File: src/rtl/tff_bank_arbiter_pkg.sv
// Shared types and helpers for the round-robin T flip-flop bank arbiter.
package tff_bank_arbiter_pkg;

    typedef enum logic {
        ST_IDLE  = 1'b0,
        ST_OWNED = 1'b1
    } state_t;

    localparam int DEF_N_REQ    = 4;
    localparam int DEF_WIDTH    = 8;
    localparam int DEF_MAX_HOLD = 4;

    // (a + b) mod n for operands already in [0, n)
    function automatic int rr_add(input int a, input int b, input int n);
        int s;
        s = a + b;
        return (s >= n) ? s - n : s;
    endfunction

endpackage

File: src/rtl/tff_bank_arbiter_if.sv
// Request/grant bundle between toggle clients and the shared T flip-flop bank arbiter.
interface tff_bank_arbiter_if #(
    parameter int N_REQ = tff_bank_arbiter_pkg::DEF_N_REQ,
    parameter int WIDTH = tff_bank_arbiter_pkg::DEF_WIDTH
);
    localparam int OW = $clog2(N_REQ);

    logic                   clr;
    logic [N_REQ-1:0]       req;
    logic [N_REQ-1:0]       lock;
    logic [N_REQ*WIDTH-1:0] mask;
    logic [N_REQ-1:0]       gnt;
    logic [OW-1:0]          owner;
    logic                   busy;
    logic [WIDTH-1:0]       q;

    modport master (output clr, req, lock, mask, input gnt, owner, busy, q);
    modport slave  (input clr, req, lock, mask, output gnt, owner, busy, q);
endinterface

File: src/rtl/tff_bank_arbiter_bank.sv
// WIDTH-bit T flip-flop register: q ^= t when en, sync clear wins over toggle.
// Latency 1 cycle; no backpressure.
module tff_bank_arbiter_bank #(
    parameter int WIDTH = 8
) (
    input  logic             clk,
    input  logic             rst,
    input  logic             clr,
    input  logic             en,
    input  logic [WIDTH-1:0] t,
    output logic [WIDTH-1:0] q
);
    always_ff @(posedge clk or posedge rst) begin
        if (rst) begin
            q <= '0;
        end else if (clr) begin
            q <= '0;
        end else if (en) begin
            q <= q ^ t;
        end
    end
endmodule

File: src/rtl/tff_bank_arbiter.sv
// Round-robin arbiter applying one requester's toggle mask per cycle, with bounded lock bursts.
// Latency: req at edge n -> q/gnt visible cycle n+1; no backpressure, losers simply keep requesting.
module tff_bank_arbiter
    import tff_bank_arbiter_pkg::*;
#(
    parameter int N_REQ    = DEF_N_REQ,
    parameter int WIDTH    = DEF_WIDTH,
    parameter int MAX_HOLD = DEF_MAX_HOLD
) (
    input  logic               clk,
    input  logic               rst,
    tff_bank_arbiter_if.slave  bus
);
    localparam int PW = $clog2(N_REQ);
    localparam int HW = $clog2(MAX_HOLD + 1);

    state_t           state_q, state_d;
    logic [PW-1:0]    ptr_q, ptr_d;
    logic [PW-1:0]    owner_q, owner_d;
    logic [HW-1:0]    hold_q, hold_d;
    logic [N_REQ-1:0] gnt_q, gnt_d;
    logic [PW-1:0]    cand, scan_idx, sel_idx;
    logic             scan_vld, apply;
    logic [WIDTH-1:0] sel_mask;

    // Descending walk so the candidate closest to ptr is the last one written.
    always_comb begin
        scan_vld = 1'b0;
        scan_idx = '0;
        cand     = '0;
        for (int j = N_REQ - 1; j >= 0; j--) begin
            cand = PW'(rr_add(int'(ptr_q), j, N_REQ));
            if (bus.req[cand]) begin
                scan_vld = 1'b1;
                scan_idx = cand;
            end
        end
    end

    always_comb begin
        state_d = state_q;
        ptr_d   = ptr_q;
        owner_d = owner_q;
        hold_d  = hold_q;
        gnt_d   = '0;
        apply   = 1'b0;
        sel_idx = owner_q;
        if (bus.clr) begin
            state_d = ST_IDLE;
            hold_d  = '0;
        end else begin
            case (state_q)
                ST_IDLE: begin
                    if (scan_vld) begin
                        apply   = 1'b1;
                        sel_idx = scan_idx;
                        gnt_d   = N_REQ'(1) << scan_idx;
                        owner_d = scan_idx;
                        ptr_d   = PW'(rr_add(int'(scan_idx), 1, N_REQ));
                        if (bus.lock[scan_idx] && (MAX_HOLD > 1)) begin
                            state_d = ST_OWNED;
                            hold_d  = HW'(1);
                        end
                    end
                end
                ST_OWNED: begin
                    state_d = ST_IDLE;
                    hold_d  = '0;
                    if (bus.req[owner_q]) begin
                        apply = 1'b1;
                        gnt_d = N_REQ'(1) << owner_q;
                        if (bus.lock[owner_q] && ((hold_q + HW'(1)) != HW'(MAX_HOLD))) begin
                            state_d = ST_OWNED;
                            hold_d  = hold_q + HW'(1);
                        end
                    end
                end
                default: begin
                    state_d = ST_IDLE;
                    hold_d  = '0;
                end
            endcase
        end
    end

    always_comb begin
        sel_mask = '0;
        for (int i = 0; i < N_REQ; i++) begin
            if (sel_idx == PW'(i)) begin
                sel_mask = bus.mask[i*WIDTH +: WIDTH];
            end
        end
    end

    always_ff @(posedge clk or posedge rst) begin
        if (rst) begin
            state_q <= ST_IDLE;
            ptr_q   <= '0;
            owner_q <= '0;
            hold_q  <= '0;
            gnt_q   <= '0;
        end else begin
            state_q <= state_d;
            ptr_q   <= ptr_d;
            owner_q <= owner_d;
            hold_q  <= hold_d;
            gnt_q   <= gnt_d;
        end
    end

    tff_bank_arbiter_bank #(.WIDTH(WIDTH)) u_bank (
        .clk (clk),
        .rst (rst),
        .clr (bus.clr),
        .en  (apply),
        .t   (sel_mask),
        .q   (bus.q)
    );

    assign bus.gnt   = gnt_q;
    assign bus.owner = owner_q;
    assign bus.busy  = (state_q == ST_OWNED);
endmodule

File: src/flat_wrapper.sv
// flat-port wrapper written by rule: the top's interface ports become plain ports
module tff_bank_arbiter_flat import tff_bank_arbiter_pkg::*;
#(
    parameter int N_REQ    = DEF_N_REQ,
    parameter int WIDTH    = DEF_WIDTH,
    parameter int MAX_HOLD = DEF_MAX_HOLD
)
  (clk, rst, bus_clr, bus_req, bus_lock, bus_mask, bus_gnt, bus_owner, bus_busy, bus_q);
  tff_bank_arbiter_if #(.N_REQ(N_REQ), .WIDTH(WIDTH)) bus_i ();
  input  logic clk;
  input  logic rst;
  input wire logic [$bits(bus_i.clr)-1:0] bus_clr;
  input wire logic [$bits(bus_i.req)-1:0] bus_req;
  input wire logic [$bits(bus_i.lock)-1:0] bus_lock;
  input wire logic [$bits(bus_i.mask)-1:0] bus_mask;
  output wire logic [$bits(bus_i.gnt)-1:0] bus_gnt;
  output wire logic [$bits(bus_i.owner)-1:0] bus_owner;
  output wire logic [$bits(bus_i.busy)-1:0] bus_busy;
  output wire logic [$bits(bus_i.q)-1:0] bus_q;
  assign bus_i.clr = bus_clr;
  assign bus_i.req = bus_req;
  assign bus_i.lock = bus_lock;
  assign bus_i.mask = bus_mask;
  assign bus_gnt = bus_i.gnt;
  assign bus_owner = bus_i.owner;
  assign bus_busy = bus_i.busy;
  assign bus_q = bus_i.q;
  tff_bank_arbiter #(.N_REQ(N_REQ), .WIDTH(WIDTH), .MAX_HOLD(MAX_HOLD)) u_core (.clk(clk), .rst(rst), .bus(bus_i));
endmodule
File: config.mk
export PLATFORM = sky130hd
export DESIGN_NAME = tff_bank_arbiter_flat
export DESIGN_NICKNAME = d
export VERILOG_FILES = /design/src/rtl/tff_bank_arbiter_pkg.sv /design/src/rtl/tff_bank_arbiter_if.sv /design/src/rtl/tff_bank_arbiter_bank.sv /design/src/rtl/tff_bank_arbiter.sv /design/src/flat_wrapper.sv
export SDC_FILE = /design/constraint.sdc
export NUM_CORES = 1
export LEC_CHECK = 0
export BUFFER_PORTS_ARGS = -buffer_cell sky130_fd_sc_hd__buf_4
export CAP_MARGIN = 30
export CELL_PAD_IN_SITES_DETAIL_PLACEMENT = 2
export CELL_PAD_IN_SITES_GLOBAL_PLACEMENT = 2
export CORE_AREA = 2 2 79 81
export CTS_CLUSTER_DIAMETER = 80
export CTS_CLUSTER_SIZE = 20
export DETAILED_ROUTE_END_ITERATION = 10
export DIE_AREA = 0 0 81 83
export PLACE_DENSITY_LB_ADDON = 0.2
export SYNTH_ARGS = -nofsm -noshare
export SYNTH_HDL_FRONTEND = slang
export SYNTH_HIERARCHICAL = 1
export SYNTH_SLANG_ARGS = --single-unit
File: constraint.sdc
create_clock -name clk -period 2.1 [get_ports clk]
set_input_delay 0 -clock clk [delete_from_list [all_inputs] [get_ports clk]]
set_output_delay 0 -clock clk [all_outputs]
set_load 0.005 [all_outputs]
==> results by group, run 1 <==
Status
  • Status: completed

Synthesis
  • Syn Nets: 189
  • Share of the synthesized area in the top cell type: 34.1%
  • Cell Area, Synth: 1470 um2
  • Synth area leader: dfrtp_1
  • Post-synthesis sequential area ratio: 34.1%
  • EDFF count, synth: 0
  • Top_reg_cell synth: dfrtp_1
  • Ys Warns: 6
  • Top-count cell post-synth: mux2i_1
  • Most frequent cells after synthesis: 25 x mux2i_1, 20 x dfrtp_1, 11 x a21oi_1, 11 x nand2_1, 9 x nand3b_1
  • Syn avg cell area: 10.5 um2
  • Top cells by area, synth: dfrtp_1 34%, mux2i_1 17%, ha_1 5.1%, nand3b_1 4.6%, a21bo_2 4.1%
  • Seq cells post-synth: 20
  • Unique masters post-synth: 36
  • Asr flop ratio synth: 100%
  • Mapped Cells: 140

GRT
  • Vias in the first global route: 1495
  • GRT Total Usage: 15.5%
  • Largest net degree at the start of global routing: 17
  • Initial antenna violation count: 0
  • Congestion Overflow GR: 0
  • Global-route wire length before repair: 8040 um

Detailed routing
  • Post-DRT Antenna Nets: 0
  • DRC: 0
  • Detailed Route Iter0 Violations: 21
  • Drt pass-1 iters: 4
  • Via count: 1388
  • WL final: 5340 um
  • WL/cell: 18.3 um
  • Vias per cell: 4.77

Clocking
  • # H-tree levels: 1
  • Clk slew on worst S/H paths: 0.08 ns
  • Maximum root-to-sink buffer count: 2
  • Clk_lat worst skew: 0.26 ns
  • Cts bufs inserted: 3
  • CTS tree: built
  • Root buf cell: clkbuf_8
  • Clock sinks: 20

Cells and area
  • Synthesis-to-layout area growth: 55.1%
  • Design Area, Final: 2280 um2
  • Fraction of layout cells with a size suffix above 1: 50.5%
  • Nets: 266
  • Number of antenna diodes: 0

Die
  • Initial Util: 25.3%
  • I/O pin count: 58
  • Die Y: 83 um
  • Die X-Extent: 81 um
  • Die area: 6720 um2
  • Core box area: 5820 um2
  • Row cnt: 28

STA
  • Post-layout minimum cycle time: 2.10 ns
  • Fmax: 477 MHz
  • Slew @ Worst Pin: 0.527 ns
  • Slew margin rel.: 64.8%
  • Endpoints failing hold: 0
  • Worst setup margin: 0.00468 ns
  • Setup violators final: 0
  • Final Slew Violations: 0
  • Skew final: 0.00684 ns
  • Period utilisation layout: 99.8%
  • Total negative setup slack: 0 ns

Run
  • Max-cap check violation count: 0

Place
  • Detail Placement HPWL: 4100 um
  • GPL Wtd Cong: 0.823
  • IO buf count: 57
  • Placed cell areas: 2020 um2
  • DP Worst Slack: 0.0775 ns

Setup path
  • R2R setup slack: 0.005 ns
  • CP endpoint kind: flip-flop
  • Crit path max fanout: 8
  • Kind of critical path: reg2reg
  • Startpoint types: flip-flop
  • WP data arrival: 2.28 ns
  • WP data required: 2.29 ns

Power and ir drop
  • Cell Pwr Density: 1140 nW/um2
  • Total power: 2.61 mW
  • Worst vdd ir: 475 uV
  • Static leakage: 1.11 nW

Hold path
  • Hold WC Path Type: in2async
-- critical path, cell delays in order (launching register included) --
cell and delay (ns):
dfrtp_1 0.42, nand2b_1 0.21, nand2b_1 0.13, o22ai_2 0.11, o21ai_4 0.21, buf_12 0.16
buf_6 0.09, mux2i_1 0.21, mux2i_2 0.14, a21bo_1 0.20, a21oi_2 0.13
-- cells in the final DEF (no fill, tap or decap), drive strengths merged, types with 2 or more instances in the layout --
cell,instances
buf,75
mux2i,25
dfrtp,20
nand2,13
a21oi,11
nand3b,9
a21bo,8
inv,7
nand2b,6
ha,6
clkbuf,4
nor2,4
o22ai,3
mux4,2
a21boi,2
nor3,2
o31ai,2
a22o,2
a21o,2
o21ai,2
-- power by group --
part | internal (mW) | leakage, nW | switching, mW
clock | 0.254 | 0.0357 | 0.133
sequential | 0.509 | 0.262 | 0.124
combinational | 0.873 | 0.809 | 0.716
total | 1.64 | 1.11 | 0.973
-- layer usage --
metal | share of wire, % | global-route usage (%)
met5 | 0 | 0
met4 | 0.94 | 1.85
met3 | 2.1 | 2.83
met2 | 53 | 27.9
met1 | 44 | 19.5
-- logic make-up (layout without fill, tap and decap cells) --
logic type,count (synthesis),in the layout,synth area share (%)
DFF,20,20,34.1
muxes,27,27,20.1
adders and majority gates,6,6,5.11
xor gates and xnor gates,1,1,0.596
buffers and inverters,13,89,6.05
and+or+nand+nor,38,38,16.2
AOI/OAI and AO/OA,35,35,17.9
-- final timing paths --
kind	startpoint	to	cells after the start
setup reg to reg	u_core/ptr_q[0]$_DFFE_PP0P_	u_core/u_bank/q[7]$_DFFE_PP0P_	10
hold / removal	rst	u_core/u_bank/q[3]$_DFFE_PP0P_	3
hold reg to reg	u_core/u_bank/q[1]$_DFFE_PP0P_	u_core/u_bank/q[1]$_DFFE_PP0P_	2
setup / recovery	u_core/ptr_q[0]$_DFFE_PP0P_	u_core/u_bank/q[7]$_DFFE_PP0P_	10
min in group clk	bus_mask[9]	u_core/u_bank/q[1]$_DFFE_PP0P_	5
max in group asynchronous	rst	u_core/bus.busy$_DFF_PP0_	3
-- final cells by class --
class | count | area (um2)
clock buffer | 3 | 41.3
clock inverter | 1 | 30.0
fill | 671 | 3540
inverter | 7 | 26.3
multi-input combinational | 107 | 942
sequential | 20 | 502
tap | 75 | 93.8
timing repair buffer | 78 | 643
-- sequential cells by signal, summed over array words and instances, names as in the netlist --
signal	cells
u_core/bus.owner	2
u_core/u_bank/q	8
u_core/bus.gnt	4
u_core/hold_q	3
u_core/bus.busy	1
u_core/ptr_q	2
-- repair_timing --
| item | in CTS | in global routing |
|---|---|---|
| buffers inserted | 1 | 7 |
| pin swaps | 0 | 4 |
| gates cloned | 0 | 1 |
| resized for setup | 2 | 17 |
| endpoints found under the hold margin | 24 | 0 |
| setup endpoints to repair | 1 | 8 |
| hold buffers | 2 | 0 |
-- stage by stage --
stage          std cells  hold slack [ns]  util, %
6_report             291            0.255     39.2
5_1_grt              291            0.276     39.2
4_1_cts              283            0.255     36.7
3_5_place_dp         276         -0.00163     34.7
3_3_place_gp         276          -0.0238     34.7
2_1_floorplan        140           -0.184        -
No activity file was read; power rests on OpenSTA's default activity.
==> run 2, diff against run 1 <==
CORE_AREA = 2 2 75 77   (was 2 2 79 81)
DIE_AREA = 0 0 77 79   (was 0 0 81 83)
clock period = 2.22 ns   (was 2.1 ns; I/O delays follow)
==> run 2 against run 1 <==
  * Largest power group unchanged
  * Cell area is 9.2% lower
  * Flip-flop and latch count stayed put
  * Setup slack better by 0.16 ns
  * Critical endpoint unchanged
==> results by group, run 2 (same netlist as run 1, synthesis figures left out) <==
Status
  • Status: completed

Setup path
  • Crit path max fanout: 8
  • CP max-delay cell: dfrtp_1
  • CP endpoint kind: flip-flop
  • WP data required: 2.40 ns
  • Critical path cell sequence: nor2_4, or2b_4, o21ai_2, buf_4, mux2i_1, mux2i_1, a21bo_1, a21oi_1
  • Kind of critical path: reg2reg
  • Startpoint types: flip-flop
  • Buf/Inv on CP: 1
  • CP max stage delay: 0.44 ns
  • R2R setup slack: 0.17 ns
  • Top Family by Delay on Critical Path: compound AO/OA/AOI/OAI gates
  • Reg-to-Reg Start: u_core/bus.busy$_DFF_PP0_
  • R2R depth: 8
  • FF-to-FF End: u_core/u_bank/q[7]$_DFFE_PP0P_
  • Most used cell along the critical path: mux2i_1
  • WP data arrival: 2.23 ns

Die
  • Row cnt: 27
  • Die X-Extent: 77 um
  • I/O pin count: 58
  • Initial Util: 27.5%
  • Core box area: 5340 um2
  • Die area: 6080 um2
  • Die Y: 79 um

Clocking
  • CTS tree: built
  • Clk_lat worst skew: 0.26 ns
  • Clock sinks: 20
  • Clk slew on worst S/H paths: 0.08 ns
  • Maximum root-to-sink buffer count: 2
  • Cts bufs inserted: 3
  • # H-tree levels: 1
  • Root buf cell: clkbuf_8

Cells and area
  • Max reg flops: 8
  • Layout filler cell count: 616
  • Most flops, register: u_core/u_bank/q
  • Design Area, Final: 2070 um2
  • Synthesis-to-layout area growth: 40.9%
  • Most common cell after layout, fill and taps aside: buf_4
  • Fraction of layout cells with a size suffix above 1: 41.9%
  • Number of antenna diodes: 0
  • Most frequent cells in the layout: 63 x buf_4, 25 x mux2i_1, 20 x dfrtp_1, 11 x nand2_1, 11 x a21oi_1
  • Final Core Density: 38.8%
  • Nets: 253

GRT
  • Global-route wire length before repair: 7360 um
  • Initial antenna violation count: 0
  • GRT Total Usage: 15.3%
  • Congestion Overflow GR: 0
  • Vias in the first global route: 1450
  • Largest net degree at the start of global routing: 17

Detailed routing
  • Via count: 1333
  • Drt pass-1 iters: 4
  • Detailed Route Iter0 Violations: 38
  • DRC: 0
  • Post-DRT Antenna Nets: 0
  • WL final: 4500 um
  • WL/cell: 16.4 um
  • Vias per cell: 4.85

Place
  • Detail Placement HPWL: 3750 um
  • Placed cell areas: 1980 um2
  • GPL Wtd Cong: 0.741
  • IO buf count: 57

STA
  • Endpoints failing hold: 0
  • RSZ-0062 raised after global routing: no
  • Slew margin rel.: 66.4%
  • Skew final: 0.000833 ns
  • Period utilisation layout: 92.4%
  • Post-layout minimum cycle time: 2.05 ns
  • Slew @ Worst Pin: 0.503 ns
  • Total negative setup slack: 0 ns
  • Final Slew Violations: 0
  • Setup violators final: 0
  • Fmax: 488 MHz

Hold path
  • Hold Path End: u_core/u_bank/q[5]$_DFFE_PP0P_
  • Hold Path Depth: 2
  • Hold WC Path Type: in2reg
  • Hold_sp: bus_clr

Power and ir drop
  • Cell Pwr Density: 1030 nW/um2
  • Worst vdd ir: 322 uV
  • Total power: 2.13 mW
  • Static leakage: 1.02 nW

Run
  • Max-cap check violation count: 0
==> run 2: cell count changes in the layout (fill, tap and decap cells not counted), moves of 2 or more <==
cell	previous run	this run
mux2i_1	19	25
a21oi_1	7	11
buf_12	2	0
mux2i_2	6	0
buf_4	71	63
a21oi_2	4	0
==> run 2: final cells by class <==
cell class / count / area (um2) / area share (%)
clock inverters: 1 / 30.0 / 1.45
well taps: 72 / 90.1 / 4.35
clock buffers: 3 / 41.3 / 2.00
inverters: 7 / 26.3 / 1.27
flip-flops and latches: 20 / 500 / 24.2
multi-input cells: 107 / 887 / 42.9
repair buffers: 65 / 494 / 23.9
==> run 2: timing repair <==
action,CTS,global route
setup buffers,0,0
gates resized for setup,0,3
endpoints found under the hold margin,20,0
hold buffers,1,0
endpoints found under the setup margin,0,8
==> run 2: metrics by stage <==
step / std cells / hold WS (ns) / setup WS [ns]
floorplan: 140 / -0.184 / 0.276
global placement: 270 / 0.00494 / 0.231
detailed placement: 270 / 0.00322 / 0.0968
CTS: 275 / 0.00548 / 0.0712
global route: 275 / 0.0168 / 0.0147
finish: 275 / 0.0250 / 0.169
==> run 2: how the worst max path moves through the flow <==
stage	start	end	slack (ns)	cells after the start
floorplan	u_core/bus.busy$_DFF_PP0_	u_core/u_bank/q[6]$_DFFE_PP0P_	0.28	9
global placement	u_core/bus.busy$_DFF_PP0_	u_core/u_bank/q[7]$_DFFE_PP0P_	0.23	8
detailed placement	u_core/bus.busy$_DFF_PP0_	u_core/u_bank/q[0]$_DFFE_PP0P_	0.1	8
CTS	u_core/bus.busy$_DFF_PP0_	u_core/u_bank/q[3]$_DFFE_PP0P_	0.07	8
global route	u_core/bus.busy$_DFF_PP0_	u_core/u_bank/q[5]$_DFFE_PP0P_	0.01	8
finish	u_core/bus.busy$_DFF_PP0_	u_core/u_bank/q[7]$_DFFE_PP0P_	0.17	8
==> run 2: metal layers <==
metal / track usage (%) / share of wire (%)
met1: 18.9 / 43
met2: 28.6 / 53
met3: 2.61 / 3.4
met4: 2.14 / 0.33
met5: 0 / 0
==> run 2: where the power goes <==
part | switching (mW) | internal (mW)
sequential | 0.119 | 0.480
clock | 0.130 | 0.241
combinational | 0.551 | 0.605
